<file path="src/rtl/opf_pkg.sv">
// Shared widths, FSM state encoding and the held-request record for operand_fetch.
package opf_pkg;

    localparam int DATA_W = 8;
    localparam int NREGS  = 8;
    localparam int ADDR_W = $clog2(NREGS);

    typedef enum logic [1:0] {
        IDLE  = 2'd0,
        STALL = 2'd1,
        VALID = 2'd2
    } opf_state_t;

    typedef struct packed {
        logic [ADDR_W-1:0] rs1;
        logic [ADDR_W-1:0] rs2;
        logic [ADDR_W-1:0] rd;
        logic              rd_we;
    } req_t;

endpackage

</file>
<file path="src/rtl/operand_fetch_if.sv">
// Decoder-to-fetch request channel and fetch-to-ALU operand channel, both valid/ready.
// master = upstream/downstream environment view, slave = operand_fetch view.
interface operand_fetch_if
    import opf_pkg::*;
#(
    parameter int DW = DATA_W,
    parameter int AW = ADDR_W
);
    logic          req_valid;
    logic          req_ready;
    logic [AW-1:0] req_rs1;
    logic [AW-1:0] req_rs2;
    logic [AW-1:0] req_rd;
    logic          req_rd_we;

    logic          op_valid;
    logic          op_ready;
    logic [DW-1:0] op_a;
    logic [DW-1:0] op_b;
    logic [AW-1:0] op_rd;
    logic          op_rd_we;

    modport master (
        output req_valid, req_rs1, req_rs2, req_rd, req_rd_we, op_ready,
        input  req_ready, op_valid, op_a, op_b, op_rd, op_rd_we
    );

    modport slave (
        input  req_valid, req_rs1, req_rs2, req_rd, req_rd_we, op_ready,
        output req_ready, op_valid, op_a, op_b, op_rd, op_rd_we
    );
endinterface

</file>
<file path="src/rtl/opf_scoreboard.sv">
// Purpose: per-register busy bits marking write-backs still in flight.
// Latency: set/clear take effect at the edge; lookups are combinational.
// Backpressure: none; a set and a clear of the same index in one cycle leave it busy.
module opf_scoreboard
    import opf_pkg::*;
#(
    parameter int NR = NREGS,
    parameter int AW = ADDR_W
) (
    input  logic          clk,
    input  logic          reset,
    input  logic          set_en,
    input  logic [AW-1:0] set_addr,
    input  logic          clr_en,
    input  logic [AW-1:0] clr_addr,
    input  logic [AW-1:0] look_a,
    input  logic [AW-1:0] look_b,
    output logic          busy_a,
    output logic          busy_b
);
    logic [NR-1:0] busy;
    logic [NR-1:0] busy_nxt;

    // Clear first so a same-index set overrides it.
    always_comb begin
        busy_nxt = busy;
        if (clr_en) busy_nxt[clr_addr] = 1'b0;
        if (set_en) busy_nxt[set_addr] = 1'b1;
    end

    always_ff @(posedge clk) begin
        if (!reset) busy <= '0;
        else        busy <= busy_nxt;
    end

    assign busy_a = busy[look_a];
    assign busy_b = busy[look_b];
endmodule

</file>
<file path="src/rtl/operand_fetch.sv">
// Purpose: pick two register-file operands for the ALU, stalling on pending write-backs.
// Latency: 1 cycle from accepted request to op_valid; OPF_BYPASS_EN forwards wb_data and drops the stall bubble.
// Backpressure: req_ready low while stalled or while held operands wait on op_ready.
module operand_fetch
    import opf_pkg::*;
#(
    parameter int DW = DATA_W,
    parameter int NR = NREGS,
    parameter int AW = ADDR_W
) (
    input  logic             clk,
    input  logic             reset,
    input  logic [NR*DW-1:0] rf_data,
    input  logic             wb_valid,
    input  logic [AW-1:0]    wb_addr,
    input  logic [DW-1:0]    wb_data,
    operand_fetch_if.slave   bus
);
    opf_state_t    state;
    req_t          held;
    req_t          req_in;
    req_t          src;
    logic [DW-1:0] rf_word [NR];
    logic [DW-1:0] val_a, val_b;
    logic          busy_a, busy_b;
    logic          hazard, accept, load, free;

    logic          op_valid;
    logic [DW-1:0] op_a, op_b;
    logic [AW-1:0] op_rd;
    logic          op_rd_we;

    always_comb begin
        for (int i = 0; i < NR; i++) rf_word[i] = rf_data[i*DW +: DW];
    end

    assign req_in = '{rs1: bus.req_rs1, rs2: bus.req_rs2, rd: bus.req_rd, rd_we: bus.req_rd_we};
    // While stalled the hazard check runs on the held request, not the live bus.
    assign src    = (state == STALL) ? held : req_in;

    opf_scoreboard #(.NR(NR), .AW(AW)) u_sb (
        .clk      (clk),
        .reset    (reset),
        .set_en   (load && src.rd_we),
        .set_addr (src.rd),
        .clr_en   (wb_valid),
        .clr_addr (wb_addr),
        .look_a   (src.rs1),
        .look_b   (src.rs2),
        .busy_a   (busy_a),
        .busy_b   (busy_b)
    );

`ifdef OPF_BYPASS_EN
    logic fwd_a, fwd_b;
    assign fwd_a  = busy_a && wb_valid && (wb_addr == src.rs1);
    assign fwd_b  = busy_b && wb_valid && (wb_addr == src.rs2);
    assign hazard = (busy_a && !fwd_a) || (busy_b && !fwd_b);
    assign val_a  = fwd_a ? wb_data : rf_word[src.rs1];
    assign val_b  = fwd_b ? wb_data : rf_word[src.rs2];
`else
    logic unused_wb_data;
    assign unused_wb_data = ^wb_data;
    assign hazard = busy_a || busy_b;
    assign val_a  = rf_word[src.rs1];
    assign val_b  = rf_word[src.rs2];
`endif

    assign free          = !op_valid || bus.op_ready;
    assign bus.req_ready = (state != STALL) && free;
    assign accept        = bus.req_valid && bus.req_ready;
    assign load          = (accept || (state == STALL)) && !hazard;

    always_ff @(posedge clk) begin
        if (!reset) begin
            state    <= IDLE;
            held     <= '0;
            op_valid <= 1'b0;
            op_a     <= '0;
            op_b     <= '0;
            op_rd    <= '0;
            op_rd_we <= 1'b0;
        end else if (load) begin
            state    <= VALID;
            op_valid <= 1'b1;
            op_a     <= val_a;
            op_b     <= val_b;
            op_rd    <= src.rd;
            op_rd_we <= src.rd_we;
        end else if (accept) begin
            state    <= STALL;
            held     <= req_in;
            op_valid <= 1'b0;
        end else if ((state == VALID) && bus.op_ready) begin
            state    <= IDLE;
            op_valid <= 1'b0;
        end
    end

    assign bus.op_valid = op_valid;
    assign bus.op_a     = op_a;
    assign bus.op_b     = op_b;
    assign bus.op_rd    = op_rd;
    assign bus.op_rd_we = op_rd_we;
endmodule

</file>
<file path="src/flat_wrapper.sv">
// flat-port wrapper written by rule: the top's interface ports become plain ports
module operand_fetch_flat import opf_pkg::*;
#(
    parameter int DW = DATA_W,
    parameter int NR = NREGS,
    parameter int AW = ADDR_W
)
  (clk, reset, rf_data, wb_valid, wb_addr, wb_data, bus_req_valid, bus_req_rs1, bus_req_rs2, bus_req_rd, bus_req_rd_we, bus_op_ready, bus_req_ready, bus_op_valid, bus_op_a, bus_op_b, bus_op_rd, bus_op_rd_we);
  operand_fetch_if #(.DW(DW), .AW(AW)) bus_i ();
  input  logic clk;
  input  logic reset;
  input  logic [NR*DW-1:0] rf_data;
  input  logic wb_valid;
  input  logic [AW-1:0] wb_addr;
  input  logic [DW-1:0] wb_data;
  input wire logic [$bits(bus_i.req_valid)-1:0] bus_req_valid;
  input wire logic [$bits(bus_i.req_rs1)-1:0] bus_req_rs1;
  input wire logic [$bits(bus_i.req_rs2)-1:0] bus_req_rs2;
  input wire logic [$bits(bus_i.req_rd)-1:0] bus_req_rd;
  input wire logic [$bits(bus_i.req_rd_we)-1:0] bus_req_rd_we;
  input wire logic [$bits(bus_i.op_ready)-1:0] bus_op_ready;
  output wire logic [$bits(bus_i.req_ready)-1:0] bus_req_ready;
  output wire logic [$bits(bus_i.op_valid)-1:0] bus_op_valid;
  output wire logic [$bits(bus_i.op_a)-1:0] bus_op_a;
  output wire logic [$bits(bus_i.op_b)-1:0] bus_op_b;
  output wire logic [$bits(bus_i.op_rd)-1:0] bus_op_rd;
  output wire logic [$bits(bus_i.op_rd_we)-1:0] bus_op_rd_we;
  assign bus_i.req_valid = bus_req_valid;
  assign bus_i.req_rs1 = bus_req_rs1;
  assign bus_i.req_rs2 = bus_req_rs2;
  assign bus_i.req_rd = bus_req_rd;
  assign bus_i.req_rd_we = bus_req_rd_we;
  assign bus_i.op_ready = bus_op_ready;
  assign bus_req_ready = bus_i.req_ready;
  assign bus_op_valid = bus_i.op_valid;
  assign bus_op_a = bus_i.op_a;
  assign bus_op_b = bus_i.op_b;
  assign bus_op_rd = bus_i.op_rd;
  assign bus_op_rd_we = bus_i.op_rd_we;
  operand_fetch #(.DW(DW), .NR(NR), .AW(AW)) u_core (.clk(clk), .reset(reset), .rf_data(rf_data), .wb_valid(wb_valid), .wb_addr(wb_addr), .wb_data(wb_data), .bus(bus_i));
endmodule
</file>
<file path="config.mk">
export PLATFORM = sky130hd
export DESIGN_NAME = operand_fetch_flat
export DESIGN_NICKNAME = d
export VERILOG_FILES = /design/src/rtl/opf_pkg.sv /design/src/rtl/operand_fetch_if.sv /design/src/rtl/opf_scoreboard.sv /design/src/rtl/operand_fetch.sv /design/src/flat_wrapper.sv
export SDC_FILE = /design/constraint.sdc
export NUM_CORES = 1
export LEC_CHECK = 0
export ABC_AREA = 1
export BUFFER_PORTS_ARGS = -buffer_cell sky130_fd_sc_hd__buf_2
export CORE_UTILIZATION = 52
export CTS_CLUSTER_SIZE = 30
export DETAILED_ROUTE_END_ITERATION = 8
export GPL_TIMING_DRIVEN = 1
export PLACE_DENSITY_LB_ADDON = 0.08
export SLEW_MARGIN = 20
export SYNTH_ARGS = -nofsm -noshare
export SYNTH_HDL_FRONTEND = slang
export SYNTH_HIERARCHICAL = 1
export SYNTH_SLANG_ARGS = --single-unit
</file>
<file path="constraint.sdc">
create_clock -name clk -period 2.72 [get_ports clk]
set_input_delay 0.136 -clock clk [delete_from_list [all_inputs] [get_ports clk]]
set_output_delay 0.136 -clock clk [all_outputs]
set_load 0.02 [all_outputs]
</file>
Word-level counts from Yosys, hierarchy flattened --
Index checks and enable logic that the tools add are counted.
Storage, ports and cells: register bits after elaboration 41, word-level logic and storage cells 69
Cells by class: magnitude comparators 8, equality and inequality tests 3, muxes and demuxes 23, bitwise gates (word level) 7, reduce and logical (&&, ||, !) cells 16
Operator list (number):
- binary-select mux 8 bit (select 3 bit) | 2
- 2-to-1 mux 8 bit | 6
- less-than comparator 3 x 4 -> 1 bit, second input constant | 4
- 2-to-1 mux 10 bit | 1
- AND 8 bit | 1
- greater-or-equal comparator 4 bit, second input constant | 2
- NOT 3 -> 4 bit | 2
- NOT 8 bit | 1
- bitwise OR 8 bit | 1
- logical AND 1 bit | 7
- 2-to-1 mux 1 bit | 7
- binary-select mux 1 bit (select 3 bit) | 2
- demux 1 bit (select 3 bit) | 2
- greater-or-equal comparator 3 x 1 -> 1 bit, second input constant | 2
- 2-to-1 mux 2 bit | 3
- logical OR 1 bit | 3
- nonzero test 3 bit | 1
- equality test 2 x 1 -> 1 bit, second input constant | 1
- equality test 2 bit, second input constant | 1
- logical NOT 1 bit | 2
- inequality test 2 x 1 -> 1 bit, second input constant | 1
- NOT 1 bit | 2
- AND reduction 2 bit | 1
- nonzero test 2 bit | 1
- OR reduction 2 bit | 1

Depth between registers and ports, before layout --
depth in word-level cells 9, mapped depth 18, depth with buffers taken out 15

Cells and area by module --
Netlist, hierarchy kept.
By module, submodules not included:
- operand_fetch | times used 1, cells an instance 499, area an instance 2840.2 sq um, sequential area each 640.6 sq um
- opf_scoreboard | times used 1, cells an instance 102, area an instance 563.0 sq um, sequential area each 160.2 sq um

Least setup slack after synthesis --
Ideal clock, no wire load.
kind reg2reg, from register u_core.state[1], to register u_core.u_sb.busy[7], setup time 0.070 ns, arrival time 2.349 ns, data required time 2.650 ns, slack 0.301 ns, stages on the path, launching flop included 19, period minus slack after synthesis 2.419 ns, cell sequence dfxtp_1 > inv_2 > nand2_4 > buf_8 > nand2_1 > nand2_2 > buf_4 > inv_1 > nand3_1 > nand2_1 > nand2_1 > nand2_1 > nor2_1 > nand2_1 > buf_2 > nor2_1 > buf_2 > nand4_1 > a21oi_1
RTL lines:
- start: declaration | line operand_fetch.sv:19 | opf_state_t state;
- start signal: assignment | line operand_fetch.sv:76 | state <= IDLE;
- start signal: assignment | line operand_fetch.sv:84 | state <= VALID;
- start signal: assignment | line operand_fetch.sv:91 | state <= STALL;
- end signal: assignment | line opf_scoreboard.sv:33 | else busy <= busy_nxt;
- end: declaration | line opf_scoreboard.sv:21 | logic [NR-1:0] busy;

Worst setup path in the final report --
from register u_core.state[1], to register u_core.op_a[5] (netlist: u_core/bus.op_a[5])
Between the ends: word-level cells in the longest chain between the ends 7, elaborated cells between the ends (all ways) 17
Ends and longest elaborated chain:
- equality test 2 x 1 -> 1 bit | line operand_fetch.sv:39 | assign src = (state == STALL) ? held : req_in;
- 2-to-1 mux 10 bit | line operand_fetch.sv:39
- binary-select mux 1 bit (select 3 bit) | line opf_scoreboard.sv:36 | assign busy_a = busy[look_a];
- 2-to-1 mux 1 bit (not written as such) | line opf_scoreboard.sv:36
- via u_core.busy_a | line operand_fetch.sv:25 | logic busy_a, busy_b;
- logical OR 1 bit | line operand_fetch.sv:64 | assign hazard = busy_a || busy_b;
- logical NOT 1 bit | line operand_fetch.sv:72 | assign load = (accept || (state == STALL)) && !hazard;
- logical AND 1 bit | line operand_fetch.sv:72
- end signal: assignment | line operand_fetch.sv:86 | op_a <= val_a;
- end: declaration | line operand_fetch.sv:29 | logic [DW-1:0] op_a, op_b;
The timed path passes the listed nets, and every way through them passes these cells. The select of a mux whose other input is x is not followed. A chain may end at the register's enable or synchronous reset.

==> impl_metrics.env <==
export IMPL_cp_max_fo=24
export IMPL_worstHoldStart="bus_req_rs1[2]"
export IMPL_ir_worst_vdd_uv=506
export IMPL_fin_setup_tns_ps=0
export IMPL_worstPathArrival_ps=2790
export IMPL_clk_pin_slew_ps=80
export IMPL_max_freq_mhz=393
export IMPL_muxShareOfSynthArea_pct=0
export IMPL_startpoint="u_core/state[1]"
export IMPL_drive_gt1_share_pct=20.7
export IMPL_synth_top_cell_area_share_pct=31.0
export IMPL_drv_cap=0
export IMPL_worstSkewPairLatency_ps=300
export IMPL_period_needed_ps=2550
export IMPL_start_kind="flip-flop"
export IMPL_fin_util_pct=63.8
export IMPL_finalSetupViolCount=0
export IMPL_dp_hpwl_um=8190
export IMPL_fin_ws_ps=174
export IMPL_h_tree_depth=2
export IMPL_seq_area_frac_synth_pct=23.5
export IMPL_dieArea_um2=6870
export IMPL_gp_congestion=0.932
export IMPL_power_total_mw=2.49
export IMPL_synth_compound_area_share_pct=7.68
export IMPL_ios=112
export IMPL_die_w_um=82.9
export IMPL_first_iter_violations=537
export IMPL_end_kind="flip-flop"
export IMPL_numCtsBuffers=5
export IMPL_wire_per_inst_um=14.5
export IMPL_postSynthAreaPerCell_um2=5.66
export IMPL_powerDensity_nw_per_um2=616
export IMPL_dp_worst_setup_slack_ps=25.2
export IMPL_clockBufferDepth=2
export IMPL_overflow=0
export IMPL_fp_coreArea_um2=6350
export IMPL_p_clk_share_pct=16.9
export IMPL_grt_first_pass_wirelength_um=18200
export IMPL_critPathSlowestCell="dfxtp_1"
export IMPL_synth_simple_area_share_pct=51.2
export IMPL_skew_ps=3.62
export IMPL_path_class="reg2reg"
export IMPL_syn_nets=691
export IMPL_regToRegStartpoint="u_core/state[1]"
export IMPL_n_antenna_cell=0
export IMPL_grt_antenna_before_repair=0
export IMPL_cts_tree="done"
export IMPL_syn_cell_area_um2=3400
export IMPL_nets=786
export IMPL_synth_adder_area_share_pct=0
export IMPL_synth_top_family_by_area="simple AND/OR/NAND/NOR gates"
export IMPL_combinationalPowerShare_pct=51.9
export IMPL_drt_wl_total_um=11200
export IMPL_worst_pin_slew_ps=627
export IMPL_area_growth_pct=19.0
export IMPL_status="finished clean"
export IMPL_drt_vias_per_instance=5.62
export IMPL_grt_pass1_vias=3897
export IMPL_die_h_um=82.9
export IMPL_cts_setup_buffers=0
export IMPL_ys_warn_count=6
export IMPL_swShare_pct=47.0
export IMPL_synth_area_leader_cell="nand3_1"
export IMPL_min_period_over_period_pct=93.6
export IMPL_cts_root_buf="clkbuf_8"
export IMPL_drc=0
export IMPL_cts_sinks=40
export IMPL_synth_xor_area_share_pct=0
export IMPL_grt_max_degree=34
export IMPL_synth_seq_cells=40
export IMPL_final_cells=774
export IMPL_vias=4351
export IMPL_finalHoldViolCount=0
export IMPL_gr_usage_all_layers_pct=32.2
export IMPL_start_util_pct=53.6
export IMPL_rows=29
export IMPL_slew_viol_final=0
export IMPL_nFillCells=643
export IMPL_yosysUniqueCellTypes=21
export IMPL_crit_required_ps=2960
export IMPL_synthTopCellsByArea="nand3_1 31%, dfxtp_1 24%, nand2_1 16%, inv_1 11%, a21oi_1 3.2%"
export IMPL_switchingPower_mw=1.17
export IMPL_slowest_delay_ps=340
export IMPL_postSynthCellCount=601
export IMPL_slew_headroom_pct=58.1
export IMPL_port_buffers=103
export IMPL_route_antenna_remaining_nets=0
export IMPL_placed_cells=766
export IMPL_p_int_mw=1.32
export IMPL_dr_pass1_iters=6
export IMPL_crit_path_frequent_cell="nand2_1"
export IMPL_p_leak_nw=2.32
export IMPL_hp_class="in2reg"
export IMPL_path_cells="inv_2, nand2_8, nand2_1, nand2_2, inv_2, nand2_1, nand3_1, nand2_1, nand2_1, nand2_1, nor2_1, nand2_1, nor2_1, buf_4, nand3_1, nand2_1"
export IMPL_p_seq_share_pct=31.2
==> power by group through the flow <==
stage	combinational (mW)	clock, mW	sequential, mW
floorplan	0.806	0	0.860
global placement	1.22	0	0.781
global route	1.41	0.459	0.792
detailed placement	1.24	0	0.788
CTS	1.25	0.429	0.775
finish	1.29	0.422	0.779
==> sequential cells by signal, summed over array words and instances, names as in the netlist <==
| name | count |
|---|---|
| u_core/u_sb/busy | 8 |
| u_core/bus.op_rd | 3 |
| u_core/held | 10 |
| u_core/bus.op_b | 8 |
| u_core/bus.op_rd_we | 1 |
| u_core/bus.op_a | 8 |
| u_core/state | 2 |
==> cells in the final DEF, fill, tap and decap left out, types with 4 or more instances in the layout <==
cell type / instances
o21ai_4: 4
buf_2: 103
nand2_1: 141
clkbuf_8: 6
buf_4: 14
inv_2: 5
dfxtp_1: 39
nor2_1: 9
nand4_1: 8
a21oi_1: 22
nand2_2: 7
nand3_1: 211
o21ai_0: 15
inv_1: 104
==> cell usage after synthesis <==
cell / n
nand3_1: 211
nand2_1: 141
inv_1: 104
dfxtp_1: 40
a21oi_1: 22
buf_2: 15
o21ai_0: 15
nor2_1: 10
nand4_1: 8
buf_4: 7
nand2_2: 7
inv_2: 5
o21ai_4: 4
buf_6: 3
clkbuf_1: 3
a31oi_1: 1
buf_8: 1
nand2_4: 1
nor3_2: 1
o21ai_1: 1
or2_1: 1
==> metrics by stage <==
stage,cell area (um2),hold slack [ps]
finish,4050,73.4
detailed placement,3930,392
global placement,3930,385
CTS,4030,71.3
floorplan,3400,264
global route,4050,71.9
==> worst max-delay path: cells and delay by family, from the launching register on <==
family	cells	cell delay, ps
simple gates	13	1620
buf+inv	3	510
flops	1	340
==> cells by family (layout without fill, tap and decap cells) <==
logic type             count (synthesis)  in the layout
AOI/OAI and AO/OA                     43             43
buffers and inverters                138            234
DFF                                   40             40
and+or+nand+nor                      380            380
==> per-layer routing <==
| layer | routed length (um) | vias to the layer above | share of wire, % | track usage, % |
|---|---|---|---|---|
| met5 | 0 | - | 0 | 0 |
| met1 | 4690 | 1908 | 42 | 43.3 |
| met3 | 1340 | 31 | 12 | 9.94 |
| li1 | - | 2132 | - | - |
| met2 | 5020 | 280 | 45 | 50.1 |
| met4 | 196 | 0 | 1.7 | 7.99 |
==> area by class of cell <==
| cell class | instances | area [um2] | area share (%) |
|---|---|---|---|
| well taps | 77 | 96.3 | 2.38 |
| repair buffers | 117 | 621 | 15.3 |
| clock buffers | 7 | 86.3 | 2.13 |
| clock inverters | 1 | 7.51 | 0.185 |
| inverters | 109 | 409 | 10.1 |
| flip-flops and latches | 40 | 802 | 19.8 |
| multi-input cells | 423 | 2030 | 50.1 |
==> final timing paths <==
| path | endpoint | slack, ps | cells after the start |
|---|---|---|---|
| max | u_core/bus.op_a[5] | 170 | 16 |
| min | u_core/held[9] | 70 | 3 |
| max reg2reg | u_core/bus.op_a[5] | 170 | 16 |
| min reg2reg | u_core/bus.op_b[5] | 470 | 2 |
==> repair_timing <==
item                       CTS  global route
setup endpoints to repair    0            29
hold buffers                 0             0
resized for setup            0             5
Power figures use the tool's default switching activity.
